==> src/rtl/tdm_pkg.sv <==
// Shared constants for the word-interleaved TDM link.
// The mux transmitter uses the same frame geometry.
package tdm_pkg;

  typedef enum logic {
    ST_HUNT = 1'b0,
    ST_RUN  = 1'b1
  } tdm_state_e;

  localparam int N_CH_DEF = 4;
  localparam int W_DEF    = 8;

endpackage

==> src/rtl/tdm_lane_reg.sv <==
// One-entry holding register for a single demux output lane.
// A write wins over an ack in the same cycle, so the lane stays full with the new word.
module tdm_lane_reg #(
  parameter int W = 8
) (
  input  logic         clk,
  input  logic         rst_n,
  input  logic         wr_en,
  input  logic [W-1:0] wr_data,
  input  logic         ack,
  output logic [W-1:0] data,
  output logic         valid
);

  logic [W-1:0] data_q, data_d;
  logic         valid_q, valid_d;

  always_comb begin
    data_d  = data_q;
    valid_d = valid_q;
    if (wr_en) begin
      data_d  = wr_data;
      valid_d = 1'b1;
    end else if (ack) begin
      valid_d = 1'b0;
    end
  end

  always_ff @(posedge clk) begin
    if (!rst_n) begin
      data_q  <= '0;
      valid_q <= 1'b0;
    end else begin
      data_q  <= data_d;
      valid_q <= valid_d;
    end
  end

  assign data  = data_q;
  assign valid = valid_q;

endmodule

==> src/rtl/tdm_demux.sv <==
// Time-division demultiplexer: steers word k of each SOF-tagged frame to lane k.
// Define TDM_DEMUX_ERR_CNT_EN to add a saturating err_cnt output counting sync_err pulses.
module tdm_demux
  import tdm_pkg::*;
#(
  parameter int N_CH = N_CH_DEF,
  parameter int W    = W_DEF,
  localparam int CW  = $clog2(N_CH)
) (
  input  logic              clk,
  input  logic              rst_n,
  input  logic              in_valid,
  output logic              in_ready,
  input  logic [W-1:0]      in_data,
  input  logic              in_sof,
  output logic [N_CH*W-1:0] out_data,
  output logic [N_CH-1:0]   out_valid,
  input  logic [N_CH-1:0]   out_ack,
  output logic              frame_done,
  output logic              sync_err
`ifdef TDM_DEMUX_ERR_CNT_EN
  ,
  output logic [15:0]       err_cnt
`endif
);

  tdm_state_e    state_q, state_d;
  logic [CW-1:0] cnt_q, cnt_d;
  logic          frame_done_q, frame_done_d;
  logic          sync_err_q, sync_err_d;

  logic [CW-1:0] tgt;
  logic          xfer;
  logic [N_CH-1:0] wr_en;

  always_comb begin
    state_d      = state_q;
    cnt_d        = cnt_q;
    frame_done_d = 1'b0;
    sync_err_d   = 1'b0;
    wr_en        = '0;
    tgt          = '0;
    in_ready     = 1'b0;
    xfer         = 1'b0;

    if (state_q == ST_RUN && !in_sof) tgt = cnt_q;

    // In HUNT a non-SOF word is swallowed regardless of lane occupancy.
    if (state_q == ST_HUNT && !in_sof) in_ready = 1'b1;
    else                               in_ready = !out_valid[tgt] || out_ack[tgt];

    xfer = in_valid && in_ready;

    if (xfer) begin
      if (in_sof) begin
        wr_en[tgt] = 1'b1;
        state_d    = ST_RUN;
        cnt_d      = CW'(1);
        sync_err_d = (state_q == ST_RUN) && (cnt_q != '0);
      end else if (state_q == ST_RUN) begin
        if (cnt_q == '0) begin
          state_d    = ST_HUNT;
          sync_err_d = 1'b1;
        end else begin
          wr_en[tgt] = 1'b1;
          if (cnt_q == CW'(N_CH - 1)) begin
            cnt_d        = '0;
            frame_done_d = 1'b1;
          end else begin
            cnt_d = cnt_q + 1'b1;
          end
        end
      end
    end
  end

  always_ff @(posedge clk) begin
    if (!rst_n) begin
      state_q      <= ST_HUNT;
      cnt_q        <= '0;
      frame_done_q <= 1'b0;
      sync_err_q   <= 1'b0;
    end else begin
      state_q      <= state_d;
      cnt_q        <= cnt_d;
      frame_done_q <= frame_done_d;
      sync_err_q   <= sync_err_d;
    end
  end

  assign frame_done = frame_done_q;
  assign sync_err   = sync_err_q;

  for (genvar k = 0; k < N_CH; k++) begin : g_lane
    tdm_lane_reg #(.W(W)) u_lane (
      .clk     (clk),
      .rst_n   (rst_n),
      .wr_en   (wr_en[k]),
      .wr_data (in_data),
      .ack     (out_ack[k]),
      .data    (out_data[k*W +: W]),
      .valid   (out_valid[k])
    );
  end

`ifdef TDM_DEMUX_ERR_CNT_EN
  logic [15:0] err_cnt_q, err_cnt_d;

  always_comb begin
    err_cnt_d = err_cnt_q;
    if (sync_err_d && err_cnt_q != 16'hFFFF) err_cnt_d = err_cnt_q + 16'd1;
  end

  always_ff @(posedge clk) begin
    if (!rst_n) err_cnt_q <= '0;
    else        err_cnt_q <= err_cnt_d;
  end

  assign err_cnt = err_cnt_q;
`endif

endmodule
==> config.mk <==
export PLATFORM = sky130hd
export DESIGN_NAME = tdm_demux
export DESIGN_NICKNAME = d
export VERILOG_FILES = /design/src/rtl/tdm_pkg.sv /design/src/rtl/tdm_lane_reg.sv /design/src/rtl/tdm_demux.sv
export SDC_FILE = /design/constraint.sdc
export NUM_CORES = 1
export LEC_CHECK = 0
export BUFFER_PORTS_ARGS = -buffer_cell sky130_fd_sc_hd__buf_2
export CAP_MARGIN = 40
export CORE_UTILIZATION = 44
export CTS_CLUSTER_SIZE = 20
export DETAILED_ROUTE_END_ITERATION = 6
export PLACE_DENSITY_LB_ADDON = 0.2
export RECOVER_POWER = 100
export SLEW_MARGIN = 30
export SYNTH_ARGS = -nofsm -noshare
export SYNTH_HDL_FRONTEND = slang
export SYNTH_SLANG_ARGS = --single-unit
==> constraint.sdc <==
create_clock -name clk -period 2.9 [get_ports clk]
set_input_delay 0.58 -clock clk [delete_from_list [all_inputs] [get_ports clk]]
set_output_delay 0.58 -clock clk [all_outputs]
set_load 0.03 [all_outputs]
======== Yosys cells after proc, flatten, opt, wreduce, memory -nomap -nowiden ========
Index checks and enable logic that the tools add are counted.
Widths: inputs -> output; s select.
word-level totals
  register bits ........................... 41
  latch bits .............................. 0
  bits in writable memories ............... 0
  memory bits (read-only) ................. 0
  input bits .............................. 16
  output and inout port bits .............. 39
  logic and storage cells ................. 69
  memories kept ........................... 0
cells by class
  add/sub/neg operators ................... 1
  multiply operators ...................... 0
  divide/modulo/power cells ............... 0
  order comparisons ....................... 2
  equality and inequality tests ........... 2
  shift-type cells ........................ 0
  muxes and demuxes ....................... 31
  bitwise gates (word level) .............. 3
  reductions and logical operators ........ 18
operator list
  kind                 number
  $mux 1               19
  $mux 4               4
  $reduce_bool 2->1    6
  $mux 2               5
  $logic_and 1x1->1    5
  $reduce_or 5->1      1
  $bmux 1 s2           2
  $lt 2x3->1 const B   1
  $not 1->1            3
  $reduce_and 3->1     1
  $add 2x1->2 const B  1
  $demux 1 s2          1
  $eq 2x2->1 const B   1
  $ge 2x1->1 const B   1
  $logic_not 1->1      2
  $logic_not 2->1      1
  $ne 2x2->1 const B   1
  $reduce_and 2->1     1
  $logic_or 1x1->1     1

======== Longest topological paths before layout ========
  depth after elaboration ................. 12
  depth in mapped cells ................... 9

======== Modules after synthesis ========
From an unflattened synthesis, not the netlist that was laid out.
second synthesis, totals
  cells, all modules ...................... 160
  area total of the unflattened synthesis .. 1757.9 µm²
by module, submodules not included
  module        times used  cells an instance  area each (µm²)
  tdm_lane_reg  4           28                 335.3
  tdm_demux     1           48                 416.6

======== Least setup slack after synthesis ========
Ideal clock, no wire load.
  kind .................................... input-to-reg
  from .................................... in in_sof
  to ...................................... reg g_lane[0].u_lane.data_q[0]
  setup time .............................. 0.122 ns
  arrival time ............................ 2.019 ns
  required time ........................... 2.778 ns
  setup slack ............................. 0.760 ns
  stages .................................. 7
  cell sequence ........................... nand2b_4 > o21ai_1 > a21oi_1 > o21ai_1 > o211ai_1 > buf_4 > mux2i_1
between the ends
  elaborated cells between the ends (all ways) .. 21
RTL lines
  item                          RTL line                          RTL
  start, declared               tdm_demux.sv:15                   input logic in_sof,
  $logic_not 1->1 *             tdm_demux.sv:46, tdm_demux.sv:49
  $logic_and 1x1->1             tdm_demux.sv:46                   if (state_q == ST_RUN && !in_sof) tgt = cnt_q;
  $mux 2                        tdm_demux.sv:46
  $bmux 1 s2                    tdm_demux.sv:50                   else in_ready = !out_valid[tgt] || out_ack[tgt];
  $mux 1 (not written as such)  tdm_demux.sv:50
  $logic_not 1->1               tdm_demux.sv:50
  $logic_or 1x1->1              tdm_demux.sv:50
  $mux 1 *                      tdm_demux.sv:49                   if (state_q == ST_HUNT && !in_sof) in_ready = 1'b1;
  net in_ready                  tdm_demux.sv:13                   output logic in_ready,
  $logic_and 1x1->1 *           tdm_demux.sv:52                   xfer = in_valid && in_ready;
  $mux 4 *                      tdm_demux.sv:54                   if (xfer) begin
  end signal, assigned          tdm_lane_reg.sv:34                data_q <= data_d;
  end, declared                 tdm_lane_reg.sv:15                logic [W-1:0] data_q, data_d;
The timed path passes the listed nets; every way through them passes the cells marked *. The select of a mux whose other input is x is not followed.
A chain may end at the register's enable or synchronous reset.

======== Worst setup path in the final report ========
  from .................................... reg cnt_q[0]
  to ...................................... out in_ready
between the ends
  cells in the longest elaborated chain, start to end .. 6
  elaborated cells between the ends (all ways) .. 8
ends and longest elaborated chain
  item                          RTL line         RTL
  start, declared               tdm_demux.sv:28  logic [CW-1:0] cnt_q, cnt_d;
  start signal, assigned        tdm_demux.sv:85  cnt_q <= cnt_d;
  $mux 2 *                      tdm_demux.sv:46
  $bmux 1 s2                    tdm_demux.sv:50
  $mux 1 (not written as such)  tdm_demux.sv:50
  $logic_not 1->1               tdm_demux.sv:50
  $logic_or 1x1->1 *            tdm_demux.sv:50
  $mux 1 *                      tdm_demux.sv:49
  end, declared                 tdm_demux.sv:13
Every way passes the cells marked *; elsewhere a longest branch is shown, timed or not. The select of a mux whose other input is x is not followed.

==> results.md <==
* Via density per instance at 4.98
* Synthesized-area fraction occupied by and/or/nand/nor cells at 0.170
* Final Cell Area at 0.00201 mm^2
* Core area at 0.00372 mm^2
* Ys Warns at 0
* Post-CTS Setup Bufs at 0
* Final hold violation count at 0
* Max_cap viols at 0
* Worst slack, placed at around 0.53 ns
* Diode count at 0
* Area after DPL at about 0.0020 mm^2
* CTS tree: yes
* Via count at approximately 1400
* Post-route antenna net violation count at 0
* Slew headroom at 0.533
* Critical path class: register to output port
* Nets@finish at 250
* Overall routing resource usage at 0.192
* Synthesis-to-layout area growth at 16.4%
* Req. time, crit path at 2.32 ns
* Highest clock rate at slightly above 400 MHz
* Hold crit path type: register to register
* CP startpoint kind: register
* Arrival @ worst endpoint at 1.89 ns
* Slew Viols, Final at 0
* Clock transition at path regs at 0.08 ns
* Clock skew at ~0.006 ns
* Highest net fanout along the worst path at 11
* Die Wd at 64.7 um
* Io pins at 55
* Most common cell after layout, fill and taps aside: clkbuf_1
* Outcome: completed
* GPL Wtd Cong at 0.838
* Post-CTS sizing at 0
* Largest net degree at the start of global routing at 42
* Final setup viols at 0
* Total CTS buffers at 5
* CTS Hold Bufs at 0
* RSZ-0062 raised after global routing: no
* Largest family of logic cells by synthesized area: simple AND/OR/NAND/NOR gates
* DRT Pass-1 Iters at 4
* #FFs+latches synth at 41
* 1st-iter DRT viols at 75
* H-tree levels at 2
* CTS Buffer Depth at 2
* Leak pwr at about 0.00089 uW
* Top post-synthesis cells by area: dfxtp_1 47%, mux2i_1 15%, nand2_1 7.8%, o21ai_2 4.1%, buf_4 3.0%
* Routed WL at 3670 um
* I/O Buffers at 54
* Dpl cells at about 270
* Min Tclk post-route at around 2.5 ns
* Worst Max-Slew Pin Slew at 0.700 ns
* Most frequent cells in the layout: 44 x clkbuf_1, 41 x dfxtp_1, 36 x nand2_1
* Post-synthesis instance area at ~0.0017 mm^2
* Post-Syn Area per Cell at 9.61 um^2
* Worst skew pair latency at 0.29 ns
* Adder-cell area share of the yosys netlist at 0.0145
* Max VDD drop at 0.340 mV
* Gr ovfl total at 0
* Worst Slack Setup Final at around 0.43 ns
* Initial antenna violation count at 0
* Synth top area share at 0.475
* Synth Area in Compound Gates at 0.121
* Synth area leader: dfxtp_1
* Syn Nets at slightly below 200
* HPWL Detailed at around 2600 um
* DIE AREA at 0.00418 mm^2
* Tcrit/Tclk final at 0.853
* Vias in the first global route at roughly 1300
* Row cnt at 22
* Initial core utilization at 0.465
* Power Density at 529 mW/mm^2
* Post-Layout Cell Count at 280
* Clock Sinks at 41
* Die Height at 64.7 um
* First-pass GRT wire length at 6100 um
* Layout cell share with drive strength beyond 1 at 0.121
* Drt wl/cell at 13.1 um
* Root Driver: clkbuf_8
* Post-synthesis sequential area ratio at 0.475
* Cells after Synth at 180
* Fill cells at roughly 400
* Fin Setup TNS at 0 ns
* Distinct cell type count after synthesis at 34
* CP Capture Type: output port
* Synth Area in XOR/XNOR at 0.00507
* Post-route DRC at 0
* Multiplexer area fraction after synthesis at 0.151
path summary, 6_finish.rpt:
path                                         start                                     to  slack [ns]  depth (start not counted)
min reg2reg  g_lane[1].u_lane.data[6]$_SDFFE_PN0P_  g_lane[1].u_lane.data[6]$_SDFFE_PN0P_        0.46                          2
min          g_lane[1].u_lane.data[6]$_SDFFE_PN0P_  g_lane[1].u_lane.data[6]$_SDFFE_PN0P_        0.46                          2
max                          cnt_q[0]$_SDFFE_PN0P_                               in_ready        0.43                          5
max reg2reg                  cnt_q[1]$_SDFFE_PN0P_  g_lane[1].u_lane.data[2]$_SDFFE_PN0P_        0.53                          7
cell type report:
cell class / count / area (um^2) / share of cell area
multi-input cells: 119 / 774 / 0.385
well taps: 48 / 60.1 / 0.0299
repair buffers: 60 / 251 / 0.125
clock buffers: 7 / 86.3 / 0.0429
inverters: 5 / 18.8 / 0.00933
flip-flops and latches: 41 / 821 / 0.408
stage by stage:
stage	hold WS [ns]	total power (uW)	utilization
after floorplan	0.457	670	-
after global placement	0.446	704	0.541
after detailed placement	0.450	706	0.541
after CTS	0.461	1080	0.565
after global routing	0.476	1110	0.541
final	0.462	1060	0.541
worst max-delay path, cell delays in order (launching register included):
cell and delay [ns]:
dfxtp_1 0.33, buf_4 0.18, mux2i_1 0.21, a21oi_1 0.10
o21ai_0 0.41, clkbuf_1 0.36
per-layer routing:
| metal | GRT usage | wire length (um) |
|---|---|---|
| met4 | 0.0667 | 53 |
| met2 | 0.297 | 1620 |
| met1 | 0.250 | 1830 |
| met5 | 0 | 0 |
| met3 | 0.0599 | 163 |
flip-flops by register name (all words and copies together), names as in the netlist:
signal,flops
g_lane.u_lane.data,32
state_q,1
g_lane.u_lane.valid,4
cnt_q,2
frame_done,1
sync_err,1
report_power, final:
| part | switching [uW] | internal (uW) | leakage [uW] |
|---|---|---|---|
| logic | 69.9 | 37.4 | 0.000514 |
| clock network | 187 | 189 | 0.0000443 |
| registers | 6.97 | 574 | 0.000332 |
| total | 264 | 800 | 0.000890 |
synthesized netlist by cell type:
master,count
dfxtp_1,41
nand2_1,36
mux2i_1,26
o21ai_2,8
buf_4,7
nand3_1,7
inv_1,5
a21boi_1,4
clkbuf_1,4
nand2b_1,4
nor3_1,4
nand4_1,3
o21ai_1,3
a21oi_1,2
buf_2,2
ha_1,2
nor2_1,2
o211ai_1,2
o21ai_0,2
o22ai_1,2
a21boi_2,1
a21o_1,1
a32o_1,1
and2_1,1
and3_1,1
buf_1,1
buf_6,1
nand2b_4,1
nand3_2,1
nor2b_1,1
o221ai_1,1
o31a_1,1
or4b_1,1
xnor2_1,1
cells by family after synthesis:
logic type | after synthesis
XOR/XNOR | 1
multiplexers | 26
AND/OR/NAND/NOR | 62
flip-flops | 41
AO/OA/AOI/OAI | 28
adder cells (fa/ha/maj) | 2
buffers and inverters | 20
Note: power is estimated with default switching activity, not from simulation.
